### src/rtl/pixel_sequencer.sv
// Raster-scan sample source for generate_ray: walks every pixel of a frame, issuing
// SAMPLES_PER_PIXEL samples per pixel under stall back-pressure. Define PIXEL_SEQ_SERPENTINE_EN for boustrophedon scan.
module pixel_sequencer #(
  parameter int PIXEL_WIDTH       = 800,
  parameter int PIXEL_HEIGHT      = 600,
  parameter int SAMPLES_PER_PIXEL = 4,
  parameter int X_W               = 10,
  parameter int Y_W               = 10,
  parameter int S_W               = 2
) (
  input  logic           clk,
  input  logic           rst,
  input  logic           start,
  input  logic           stall,
  output logic [X_W-1:0] pixel_x,
  output logic [Y_W-1:0] pixel_y,
  output logic [S_W-1:0] sample_idx,
  output logic           pixel_valid,
  output logic           last_sample,
  output logic           frame_done,
  output logic           busy
);

  localparam logic [X_W-1:0] X_MAX = X_W'(PIXEL_WIDTH - 1);
  localparam logic [Y_W-1:0] Y_MAX = Y_W'(PIXEL_HEIGHT - 1);
  localparam logic [S_W-1:0] S_MAX = S_W'(SAMPLES_PER_PIXEL - 1);
`ifdef PIXEL_SEQ_SERPENTINE_EN
  localparam logic [X_W-1:0] X_FINAL = (PIXEL_HEIGHT % 2 == 0) ? '0 : X_MAX;
`else
  localparam logic [X_W-1:0] X_FINAL = X_MAX;
`endif

  typedef enum logic [1:0] {IDLE, RUN, DONE} state_t;

  state_t         state_q, state_d;
  logic [X_W-1:0] x_q, x_d;
  logic [Y_W-1:0] y_q, y_d;
  logic [S_W-1:0] s_q, s_d;
  logic           valid_q, valid_d;
  logic           last_q, last_d;
  logic           done_q, done_d;
  logic           busy_q, busy_d;
  logic           fwd;
  logic           row_end;

`ifdef PIXEL_SEQ_SERPENTINE_EN
  assign fwd = ~y_q[0];
`else
  assign fwd = 1'b1;
`endif
  assign row_end = fwd ? (x_q == X_MAX) : (x_q == '0);

  always_comb begin
    state_d = state_q;
    x_d     = x_q;
    y_d     = y_q;
    s_d     = s_q;
    valid_d = valid_q;
    last_d  = last_q;
    done_d  = 1'b0;
    busy_d  = busy_q;
    case (state_q)
      IDLE: begin
        if (start) begin
          state_d = RUN;
          x_d     = '0;
          y_d     = '0;
          s_d     = '0;
          valid_d = 1'b1;
          busy_d  = 1'b1;
          last_d  = 1'b0;
        end
      end
      RUN: begin
        if (!stall) begin
          if (last_q) begin
            // Final sample consumed: coordinates hold on the final pixel through DONE.
            state_d = DONE;
            valid_d = 1'b0;
            last_d  = 1'b0;
            done_d  = 1'b1;
          end else begin
            if (s_q != S_MAX) begin
              s_d = s_q + S_W'(1);
            end else begin
              s_d = '0;
              if (!row_end) begin
                x_d = fwd ? x_q + X_W'(1) : x_q - X_W'(1);
              end else begin
`ifndef PIXEL_SEQ_SERPENTINE_EN
                x_d = '0;
`endif
                y_d = y_q + Y_W'(1);
              end
            end
            last_d = (s_d == S_MAX) && (x_d == X_FINAL) && (y_d == Y_MAX);
          end
        end
      end
      DONE: begin
        state_d = IDLE;
        x_d     = '0;
        y_d     = '0;
        s_d     = '0;
        busy_d  = 1'b0;
      end
      default: begin
        state_d = IDLE;
        valid_d = 1'b0;
        last_d  = 1'b0;
        busy_d  = 1'b0;
      end
    endcase
  end

  always_ff @(posedge clk or posedge rst) begin
    if (rst) begin
      state_q <= IDLE;
      x_q     <= '0;
      y_q     <= '0;
      s_q     <= '0;
      valid_q <= 1'b0;
      last_q  <= 1'b0;
      done_q  <= 1'b0;
      busy_q  <= 1'b0;
    end else begin
      state_q <= state_d;
      x_q     <= x_d;
      y_q     <= y_d;
      s_q     <= s_d;
      valid_q <= valid_d;
      last_q  <= last_d;
      done_q  <= done_d;
      busy_q  <= busy_d;
    end
  end

  assign pixel_x     = x_q;
  assign pixel_y     = y_q;
  assign sample_idx  = s_q;
  assign pixel_valid = valid_q;
  assign last_sample = last_q;
  assign frame_done  = done_q;
  assign busy        = busy_q;

endmodule
### config.mk
export PLATFORM = sky130hd
export DESIGN_NAME = pixel_sequencer
export DESIGN_NICKNAME = d
export VERILOG_FILES = /design/src/rtl/pixel_sequencer.sv
export SDC_FILE = /design/constraint.sdc
export NUM_CORES = 1
export LEC_CHECK = 0
export ABC_AREA = 1
export CAP_MARGIN = 20
export CORE_MARGIN = 2
export CORE_UTILIZATION = 40
export DETAILED_ROUTE_END_ITERATION = 12
export PLACE_DENSITY = 0.71
export SYNTH_ARGS = -nofsm -noshare
export SYNTH_HDL_FRONTEND = slang
export SYNTH_SLANG_ARGS = --single-unit
export TNS_END_PERCENT = 30
### constraint.sdc
create_clock -name clk -period 2.1 [get_ports clk]
set_clock_uncertainty 0.1 [all_clocks]
set_input_delay 0.42 -clock clk [delete_from_list [all_inputs] [get_ports clk]]
set_output_delay 0.42 -clock clk [all_outputs]
set_load 0.02 [all_outputs]
Word-level counts from Yosys, hierarchy flattened
Index checks and enable logic that the tools add are counted.
Operators by class
  div/mod/pow operators: 0
  add/subtract/negate cells: 3
  reductions and logical operators: 9
  eq/ne operators: 11
  multiply operators: 0
  shift-type cells: 0
  $lt $le $gt $ge: 0
  mux-type cells: 41
  bitwise logic cells: 2
Operators by type and width (count)
  10-bit 2-to-1 mux: 15
  10-bit case mux with 3 select lines: 2
  10-bit == test (second input constant): 3
  10-bit by 1-bit adder with 10-bit output (second input constant): 2
  2-bit 2-to-1 mux: 10
  2-bit inequality test (second input constant): 5
  1-bit 2-to-1 mux: 9
  4-bit AND reduction: 2
  1-bit case mux with 3 select lines: 2
  2-bit case mux with 3 select lines: 1
  3-bit AND reduction: 2
  2-bit == test (second input constant): 2
  2-bit case mux with 2 select lines: 1
  3-bit nonzero test: 1
  2-bit by 1-bit adder with 2-bit output (second input constant): 1
  2-bit by 1-bit == test with 1-bit output (second input constant): 1
  1-bit logical AND: 2
  2-bit zero test: 1
  1-bit NOT: 2
  1-bit case mux with 2 select lines: 1
  2-bit AND reduction: 1
Storage, ports and cells
  flip-flop bits (word level): 28
  input bits: 4
  latch bits: 0
  output and inout bits: 26
  bits in read-only memories: 0
  RAM bits: 0
  memories: 0

Depth between registers and ports, before layout
  word-level depth: 12
  mapped depth: 13
  gate-level depth less buffers: 13

Least setup slack after synthesis
Ideal clock, no wire load.
  path type: register to register
  start: reg s_q[1], in the netlist sample_idx[1]
  end: reg last_q, in the netlist last_sample
  path slack: 275 ps
  clock period less this slack: 1825 ps
  cell stages (with the launch flop): 12
  required time: 1935 ps
  data arrival time: 1660 ps
  buffers on the path: 0
  setup time: 65 ps
  cells stage by stage: dfrtp_1 > ha_1 > nand3_2 > nor2_2 > nand3_1 > nand2_1 > nand2_1 > nor2_1 > nand2_1 > nor2_1 > nand3_1 > nand2_1
On the way
  word-level cells in the longest chain between the ends: 11
Ends and longest elaborated chain
  from (decl): RTL line 38  | logic [S_W-1:0] s_q, s_d;
  from (signal assigned): RTL line 121  | s_q <= '0;
  from (signal assigned): RTL line 130  | s_q <= s_d;
  2-bit by 1-bit adder with 2-bit output / 2-bit inequality test (equally long branches): RTL line 84, 83
  2-bit 2-to-1 mux / 10-bit 2-to-1 mux (equally long branches): RTL line 83  | if (s_q != S_MAX) begin
  2-bit 2-to-1 mux / 10-bit 2-to-1 mux (equally long branches): RTL line 76  | if (last_q) begin
  2-bit 2-to-1 mux / 10-bit 2-to-1 mux (equally long branches): RTL line 75  | if (!stall) begin
  2-bit 2-to-1 mux / 10-bit 2-to-1 mux (equally long branches): RTL line 62  | case (state_q)
  2-bit == test / 10-bit == test (equally long branches): RTL line 96  | last_d = (s_d == S_MAX) && (x_d == X_FINAL) && (y_d == Y_MAX);
  1-bit logical AND: RTL line 96
  1-bit logical AND *: RTL line 96
  1-bit 2-to-1 mux *: RTL line 76
  1-bit 2-to-1 mux *: RTL line 75
  1-bit case mux with 3 select lines *: RTL line 62
  to (signal assigned): RTL line 132  | last_q <= last_d;
  to (decl): RTL line 40  | logic last_q, last_d;
Every way passes the cells marked *; elsewhere a longest branch is shown, timed or not. The select of a mux whose other input is x is not followed.
A chain may end at the register's enable or synchronous reset.

Final worst setup path
  start: reg x_q[0], in the netlist pixel_x[0]
  end: reg last_q, in the netlist last_sample
On the way
  word-level cells in the longest chain between the ends: 12
Ends and longest elaborated chain
  from (decl): RTL line 36  | logic [X_W-1:0] x_q, x_d;
  from (signal assigned): RTL line 119  | x_q <= '0;
  from (signal assigned): RTL line 128  | x_q <= x_d;
  10-bit by 1-bit adder with 10-bit output / 10-bit == test (equally long branches): RTL line 88, 51
  10-bit 2-to-1 mux: RTL line 87  | if (!row_end) begin
  10-bit 2-to-1 mux: RTL line 83
  10-bit 2-to-1 mux: RTL line 76
  10-bit 2-to-1 mux: RTL line 75
  10-bit 2-to-1 mux: RTL line 62
  10-bit == test: RTL line 96
  1-bit logical AND: RTL line 96
  1-bit logical AND *: RTL line 96
  1-bit 2-to-1 mux *: RTL line 76
  1-bit 2-to-1 mux *: RTL line 75
  1-bit case mux with 3 select lines *: RTL line 62
Marked as above.

==> flow_summary.toml <==
[status]
status = "complete, no violations"

[critical_path]
worst_setup_path_start_kind = "flop"
worst-endpoint-arrival_ps = 2090
cp_common_cell = "sky130_fd_sc_hd__nand2_1"
reg2reg_depth = 10
crit_fanout = 8
cp-end-kind = "flop"
critPathKind = "flop to flop"
required_ps = 2230
crit_path_cell_trace = "ha_1 -> nand3_2 -> nor2_4 -> buf_4 -> nand4_2 -> o21ai_1 -> nand2_1 -> nor2_1 -> nand3_1 -> nand2_1"
critPathMaxStageDelay_ps = 430
cp_slowest_cell = "sky130_fd_sc_hd__dfrtp_1"

[layout]
final_cell_mix = "73 x sky130_fd_sc_hd__nand2_1, 40 x sky130_fd_sc_hd__nand3_1, 33 x sky130_fd_sc_hd__inv_1, 29 x sky130_fd_sc_hd__clkdlybuf4s50_1, 28 x sky130_fd_sc_hd__dfrtp_1"
diodes = 0
design.final.nets = 302
post_route_cells_drive_above_1_share = 0.08191
final_design_area_no_fill_um2 = 2251
final_common_cell = "sky130_fd_sc_hd__nand2_1"
syn2layout_area_growth_pct = 25.72
instances_no_fill = 345

[yosys]
synth_cell_type_count = 27
synthesis.area_um2 = 1790
yosysWarningCount = 0
yosys_register_bits = 28
synth_sequential_area_ratio = 0.3913
synthesis.area_per_instance_um2 = 6.913
synthesis.nets = 267
postSynthCellCount = 259

[routing]
dr.pass1.iters = 4
drtIter0Drc = 124
route.detailed.drc = 0
routed_wirelength_mm = 4.434
vias_per_cell = 5.133
route.detailed.wl_per_inst_um = 12.85
vias = 1771
final_antenna_net_count = 0

[clocking]
htreeDepth = 1
tritoncts = "done"
ctsRootBufferMaster = "sky130_fd_sc_hd__clkbuf_8"
worst_skew_pair.late_latency_ps = 280
cts_setup_buffers = 0
clk_pin_slew_ps = 100
cts-buffers-inserted = 3
cts_sinks = 28
clock_path_buffers = 2

[grt]
globalRouteTotalUtil = 0.1848
initial_antenna_violation_count = 0
grt_pass1_vias = 1636
grt_pass1_wl_mm = 7.645
grt_max_degree = 31
grt_remaining_overflow = 0

[placement]
numPortBuffers = 29
postPlaceCellArea_um2 = 2175
placed_cells_incl_taps = 341
dp_hpwl_mm = 3.365
gp_congestion = 0.9111

[die]
die_area_um2 = 5028
io_pins = 30
rows = 24
chipWidth_um = 70.91
die_h_um = 70.91
initial_utilization = 0.4141
floorplan.core_area_um2 = 4324

[timing]
setup_viol = 0
worst-slew-pin-transition_ps = 453.1
period_minus_slack_ps = 1966
fmax_mhz = 508.6
final-hold-violation-count = 0
timing.final.max_slew_violations = 0
totalNegativeSetupSlack_ps = 0
grt_setup_unrepaired = "false"
maxSlewHeadroom = 0.6976
holdWs_ps = 399.3
final.period_utilization = 0.9362

[power_and_ir_drop]
power.leakage_nw = 1.037
power_density_nw_per_um2 = 819.2
worst_ir_drop_vdd_v = 0.0006914

[hold_path]
hp-class = "input pin to asynchronous set/reset pin"

[job]
number_of_max_cap_violations = 0
## final cells by class
cell class / count / area [um^2]
clock buffer: 3 / 41.29
clock inverter: 1 / 30.03
fill: 462 / 2073
inverter: 35 / 131.4
multi-input combinational: 191 / 934.6
sequential: 28 / 700.7
tap: 52 / 65.06
timing repair buffer: 35 / 347.8
## critical path, delay by kind of cell, from the launching register on
kind / cells / cell delay, ps
and+or+nand+nor: 7 / 830
DFF: 1 / 430
adders and majority gates: 1 / 210
buffers and inverters: 1 / 200
AOI/OAI and AO/OA: 1 / 140
## Yosys cell counts
library cell               number  area share
sky130_fd_sc_hd__ha_1           4       0.028
sky130_fd_sc_hd__nand3_1       40        0.11
sky130_fd_sc_hd__nand4_1        5       0.017
sky130_fd_sc_hd__nand3b_1       1      0.0042
sky130_fd_sc_hd__inv_2          2      0.0042
sky130_fd_sc_hd__nor2_4         1      0.0063
sky130_fd_sc_hd__clkbuf_1       1      0.0021
sky130_fd_sc_hd__nand2_1       74        0.16
sky130_fd_sc_hd__dfrtp_1       28        0.39
sky130_fd_sc_hd__o22ai_1        7       0.024
sky130_fd_sc_hd__o31ai_1        2      0.0084
sky130_fd_sc_hd__o21ai_2        1      0.0049
sky130_fd_sc_hd__inv_1         33       0.069
sky130_fd_sc_hd__a21oi_1        3      0.0084
sky130_fd_sc_hd__buf_2          2      0.0056
sky130_fd_sc_hd__nor2_2         3       0.010
sky130_fd_sc_hd__buf_1          1      0.0021
sky130_fd_sc_hd__nand4_2        1      0.0070
sky130_fd_sc_hd__nor3_1         4       0.011
sky130_fd_sc_hd__nor2_1        25       0.052
sky130_fd_sc_hd__buf_6          1      0.0063
sky130_fd_sc_hd__nor3_2         1      0.0056
sky130_fd_sc_hd__xor2_1         2      0.0098
sky130_fd_sc_hd__o21ai_0       10       0.028
sky130_fd_sc_hd__o21ai_1        4       0.011
sky130_fd_sc_hd__nand3_2        2       0.011
sky130_fd_sc_hd__nand2_2        1      0.0035
## per-layer routing
layer | up-vias | track usage | wire length (um)
met4 | 0 | 0.02725 | 35
met2 | 45 | 0.3053 | 2085
met5 | - | 0 | 0
met1 | 805 | 0.2672 | 2118
li1 | 917 | - | -
met3 | 4 | 0.02279 | 194
## kinds of logic after synthesis
| kind of cell | after synthesis | share of synthesized area |
|---|---|---|
| AO/OA/AOI/OAI | 27 | 0.08525 |
| XOR/XNOR | 2 | 0.009785 |
| adder cells (fa/ha/maj) | 4 | 0.02795 |
| buffers and inverters | 40 | 0.08945 |
| flip-flops | 28 | 0.3913 |
| AND/OR/NAND/NOR | 158 | 0.3962 |
## sequential cells by signal (all words and copies together) (netlist names)
name / cells
pixel_valid: 1
frame_done: 1
last_sample: 1
sample_idx: 2
state_q: 2
pixel_y: 10
busy: 1
pixel_x: 10
## power breakdown
part / internal [mW] / leakage (nW) / switching (mW)
combinational: 0.250 / 0.621 / 0.494
sequential: 0.608 / 0.381 / 0.0629
clock: 0.255 / 0.0357 / 0.173
## through the flow
stage                       util  setup slack, ps  total power, mW
final                     0.5205            134.0            1.844
after global routing      0.5205            27.60            1.976
after CTS                 0.5194            111.0            1.857
after detailed placement  0.5029            58.84            1.424
after global placement    0.5029            58.12            1.414
after floorplan                -            274.6            1.134
## path summary, 6_finish.rpt
| kind | startpoint | endpoint | slack [ps] |
|---|---|---|---|
| min in group clk | busy | busy | 430 |
| hold reg to reg | busy | busy | 430 |
| max in group asynchronous | rst | pixel_x[7] | 1240 |
| hold / removal | rst | pixel_y[8] | 400 |
| setup / recovery | pixel_x[0] | last_sample | 130 |
| setup reg to reg | pixel_x[0] | last_sample | 130 |
## repair_timing
item | 4_1_cts | 5_1_grt
hold buffers | 0 | 0
resized for setup | 0 | 2
endpoints found under the setup margin | 0 | 1
No activity file was read; power rests on OpenSTA's default activity.
==> variant 1: new RTL, same flow settings <==
Make the reset (`rst`) synchronous in one clocked block.
--- a/src/rtl/pixel_sequencer.sv
+++ b/src/rtl/pixel_sequencer.sv
@@ -113,7 +113,7 @@
     endcase
   end
 
-  always_ff @(posedge clk or posedge rst) begin
+  always_ff @(posedge clk) begin
     if (rst) begin
       state_q <= IDLE;
       x_q     <= '0;
Behaviour: differs if rst is asserted again (counterexample within 4 cycles, from zero or initial values and one cycle with rst high); with rst held inactive, the same outputs for 10 cycles.
==> variant 1 against the unedited design <==
- setup slack better by 0.034 ns
- count of clock-buffer cells in the layout is the same
- critical path type is now register to primary output
- sequential cell count stayed put
- die area shrank 1.4%
- synthesized area fell by 1.5%
- sequential share of layout area down 5.8 points
- design area down 1.6%
- critical endpoint is now pixel_x[8]
- wire length decreased by 3.9%
- first-iteration DRC count down 14%
- highest routed layer unchanged
Power is not compared: it rests on default switching activity, and its combinational part moved more than twofold at a synthesized area within 25%.
==> variant 1: results (changes against the unedited design) <==
status finished clean; reg-to-reg startpoint sample_idx[1]$_SDFFE_PP0P_; Worst path slowest cell clkdlybuf4s50_1; end point of the critical path pixel_x[8]; Mean Syn Cell Area 6.462 um^2 (-6.5%); Worst Max-Slew Pin Slew 0.3371 ns (-0.1160 ns); overall routing resource usage 18.17% (-0.31 points); grt met3 use 2.597% (+0.32 points); post-synthesis sequential area ratio 31.77% (-7.4 points); routed wl met2 2052 um (-1.6%); DR WL/cell 11.80 um (-8.2%); Synth area leaders dfxtp_1, nand2_1, nand3_1, a21oi_1, inv_1; share of layout cells above drive strength 1 12.30% (+4.1 points); worst reg2reg path endpoint last_sample$_SDFFE_PP0P_; post-synth cell types 29 (+7.4%); WL final 4259 um (-3.9%); main flop type after synthesis dfxtp_1; CP peak stage delay 0.66 ns (+0.23 ns); flop-to-flop setup slack 0.19 ns (+0.06 ns); Metal-1 WL 1996 um (-5.8%); via count 1,834 (+3.6%); Min-Delay Path Class register to register; fill count 464 (+0.43%); Mapped Nets 281 (+5.2%); Final HPWL DP 3226 um (-4.1%); Initial DRC Count 107 (-14%); fraction of registers with async set/reset 0% (-100 points); largest net degree at the start of global routing 23 (-26%); Synth top cells by count nand2_1, nand3_1, dfxtp_1, inv_1, a21oi_1; Worst Setup SP pixel_x[8]$_SDFFE_PP0P_; CP Max Fanout 6 (-2); nets 319 (+5.6%); DP Area 0.002143 mm^2 (-1.4%); Setup WS pre-CTS 0.1198 ns (+0.06099 ns); vias in the first global route 1,686 (+3.1%)
==> variant 1: cell families (layout without fill, tap and decap cells) <==
| kind of cell | Yosys count | in the layout | share of synthesized area (%) |
|---|---|---|---|
| fa+ha+maj | 4 | 4 | 2.837 |
| xor+xnor | 1 | 1 | 0.4965 |
| simple gates | 160 | 160 | 42.27 |
| buf+inv | 40 | 76 | 9.787 |
| flops | 28 | 28 | 31.77 |
| compound gates | 40 | 40 | 12.84 |
==> variant 1: area by class of cell <==
class	instances	area (um^2)	share of cell area (%)
Timing Repair Buffer	42	387.9	17.51
Multi-Input combinational cell	205	1044	47.12
Inverter	31	116.4	5.254
Clock buffer	3	41.29	1.864
Tap cell	52	65.06	2.938
Sequential cell	28	560.5	25.31
==> variant 1: worst reg2reg max path: stages, from the launching register on <==
cell and delay (ns):
dfxtp_1 0.39, ha_2 0.22, buf_4 0.18, nand2_1 0.12
nor2_4 0.16, nand3_1 0.09, nand2_1 0.11, nand3_1 0.09
nor2_1 0.14, nand3_1 0.11, o21bai_2 0.14
==> variant 2: new RTL, same settings <==
Without the edit above. `S_W`: 2 -> 3.
--- a/src/rtl/pixel_sequencer.sv
+++ b/src/rtl/pixel_sequencer.sv
@@ -6,7 +6,7 @@
   parameter int SAMPLES_PER_PIXEL = 4,
   parameter int X_W               = 10,
   parameter int Y_W               = 10,
-  parameter int S_W               = 2
+  parameter int S_W               = 3
 ) (
   input  logic           clk,
   input  logic           rst,
Interface: changed (resized sample_idx); port bits go from 30 to 31. No check against the original RTL was run, so the function may have changed too.
==> variant 2 against the unedited design <==
- sequential share of layout area fell by 1.2 points
- synthesized area rose by 4.1%
- design area rose by 7.9%
- wire length rose by 5.1%
- setup slack improved by 0.016 ns
- sequential cell count rose by 1
- total power fell by 5.5%
- non-clock buffer count rose by 3
==> variant 2: results (changes against the unedited design) <==
drt via density 5.319 (+3.6%); worst vdd ir 0.3722 mV (-46%); Hold Slack 0.3734 ns (-0.02590 ns); nets 309 (+2.3%); Initial DRC Count 176 (+42%); grt met3 use 5.139% (+2.9 points); Tcrit/Tclk final 92.88% (-0.74 points); via count 1,883 (+6.3%); H-tree depth 2 (+1); share of layout cells above drive strength 1 11.59% (+3.4 points); cell family with most CP delay buffers and inverters; vias in the first global route 1,669 (+2.0%); CP Class register to primary output; largest net degree at the start of global routing 30 (-3.2%); Worst path slowest cell clkdlybuf4s50_1; post-synthesis sequential area ratio 38.93% (-0.21 points); Setup WS pre-CTS 0.03314 ns (-0.02570 ns); Final HPWL DP 3433 um (+2.0%); RePlAce Congestion 0.8921 (-2.1%); GR Util met1 25.40% (-1.3 points); Synth area leaders dfrtp_1, nand2_1, nand3_1, inv_1, nor2_1; deepest clock path buffer count 2 (unchanged); Routed met3 length 345 um (+78%); cts bufs inserted 5 (+2); Metal-1 WL 2089 um (-1.4%); Min-Delay Path Class register to register; switch share 31.06% (-8.5 points); Synth Warn # 0 (unchanged); DP Area 0.002270 mm^2 (+4.4%); Port Buffers 30 (+3.4%); flop-to-flop setup slack 0.18 ns (+0.05 ns); Leak 0.001094 uW (+5.5%); first-pass GRT wire length 7603 um (-0.55%); Post-Syn Area 0.001864 mm^2 (+4.1%); Worst Max-Slew Pin Slew 0.3682 ns (-0.08487 ns); CTS clk-pin slew, worst paths 0.07 ns (-0.03 ns); Synth top cells by count nand2_1, inv_1, nand3_1; status finished clean; Cells after DPL 345 (+1.2%); Worst EP arrival 1.43 ns (-0.66 ns); DR top layer met4; GR Layer Usage met2 28.95% (-1.6 points)
[variant 2: cell families (layout without fill, tap and decap cells)]
group | after synthesis | after routing | synth area share, %
adders and majority gates | 4 | 4 | 2.685
buffers and inverters | 45 | 88 | 9.127
DFF | 29 | 29 | 38.93
and+or+nand+nor | 140 | 140 | 35.44
xor gates and xnor gates | 4 | 4 | 1.879
AOI/OAI and AO/OA | 37 | 37 | 11.95
[variant 2: power groups by stage]
| stage | clock (uW) | sequential (uW) | combinational, uW |
|---|---|---|---|
| after floorplan | 0 | 734 | 187 |
| after detailed placement | 0 | 675 | 428 |
| after CTS | 613 | 665 | 430 |
| final | 608 | 672 | 463 |
| after global placement | 0 | 675 | 427 |
| after global routing | 636 | 680 | 505 |
[variant 2: worst paths after layout]
check | from | endpoint | depth (start not counted)
min reg2reg | state_q[1]$_DFFE_PP0P_ | busy$_DFFE_PP0P_ | 1
max reg2reg | pixel_x[0]$_DFFE_PP0P_ | last_sample$_DFFE_PP0P_ | 11
min in group asynchronous | rst | pixel_y[1]$_DFFE_PP0P_ | 3
max | pixel_x[5]$_DFFE_PP0P_ | pixel_x[5] | 1
min | state_q[1]$_DFFE_PP0P_ | busy$_DFFE_PP0P_ | 1
max in group asynchronous | rst | pixel_x[8]$_DFFE_PP0P_ | 3
[variant 2: area by class of cell]
cell class | instances | area, um^2
tap | 52 | 65.06
sequential | 29 | 725.7
fill | 392 | 1986
inverter | 42 | 157.7
multi-input combinational | 185 | 1003
timing repair buffer | 38 | 360.3
clock buffer | 7 | 86.33
clock inverter | 1 | 30.03
[variant 2: what timing repair did]
item,in CTS,in global routing
endpoints found under the hold margin,0,0
setup buffers,0,1
gates resized for setup,0,7
endpoints found under the setup margin,0,2
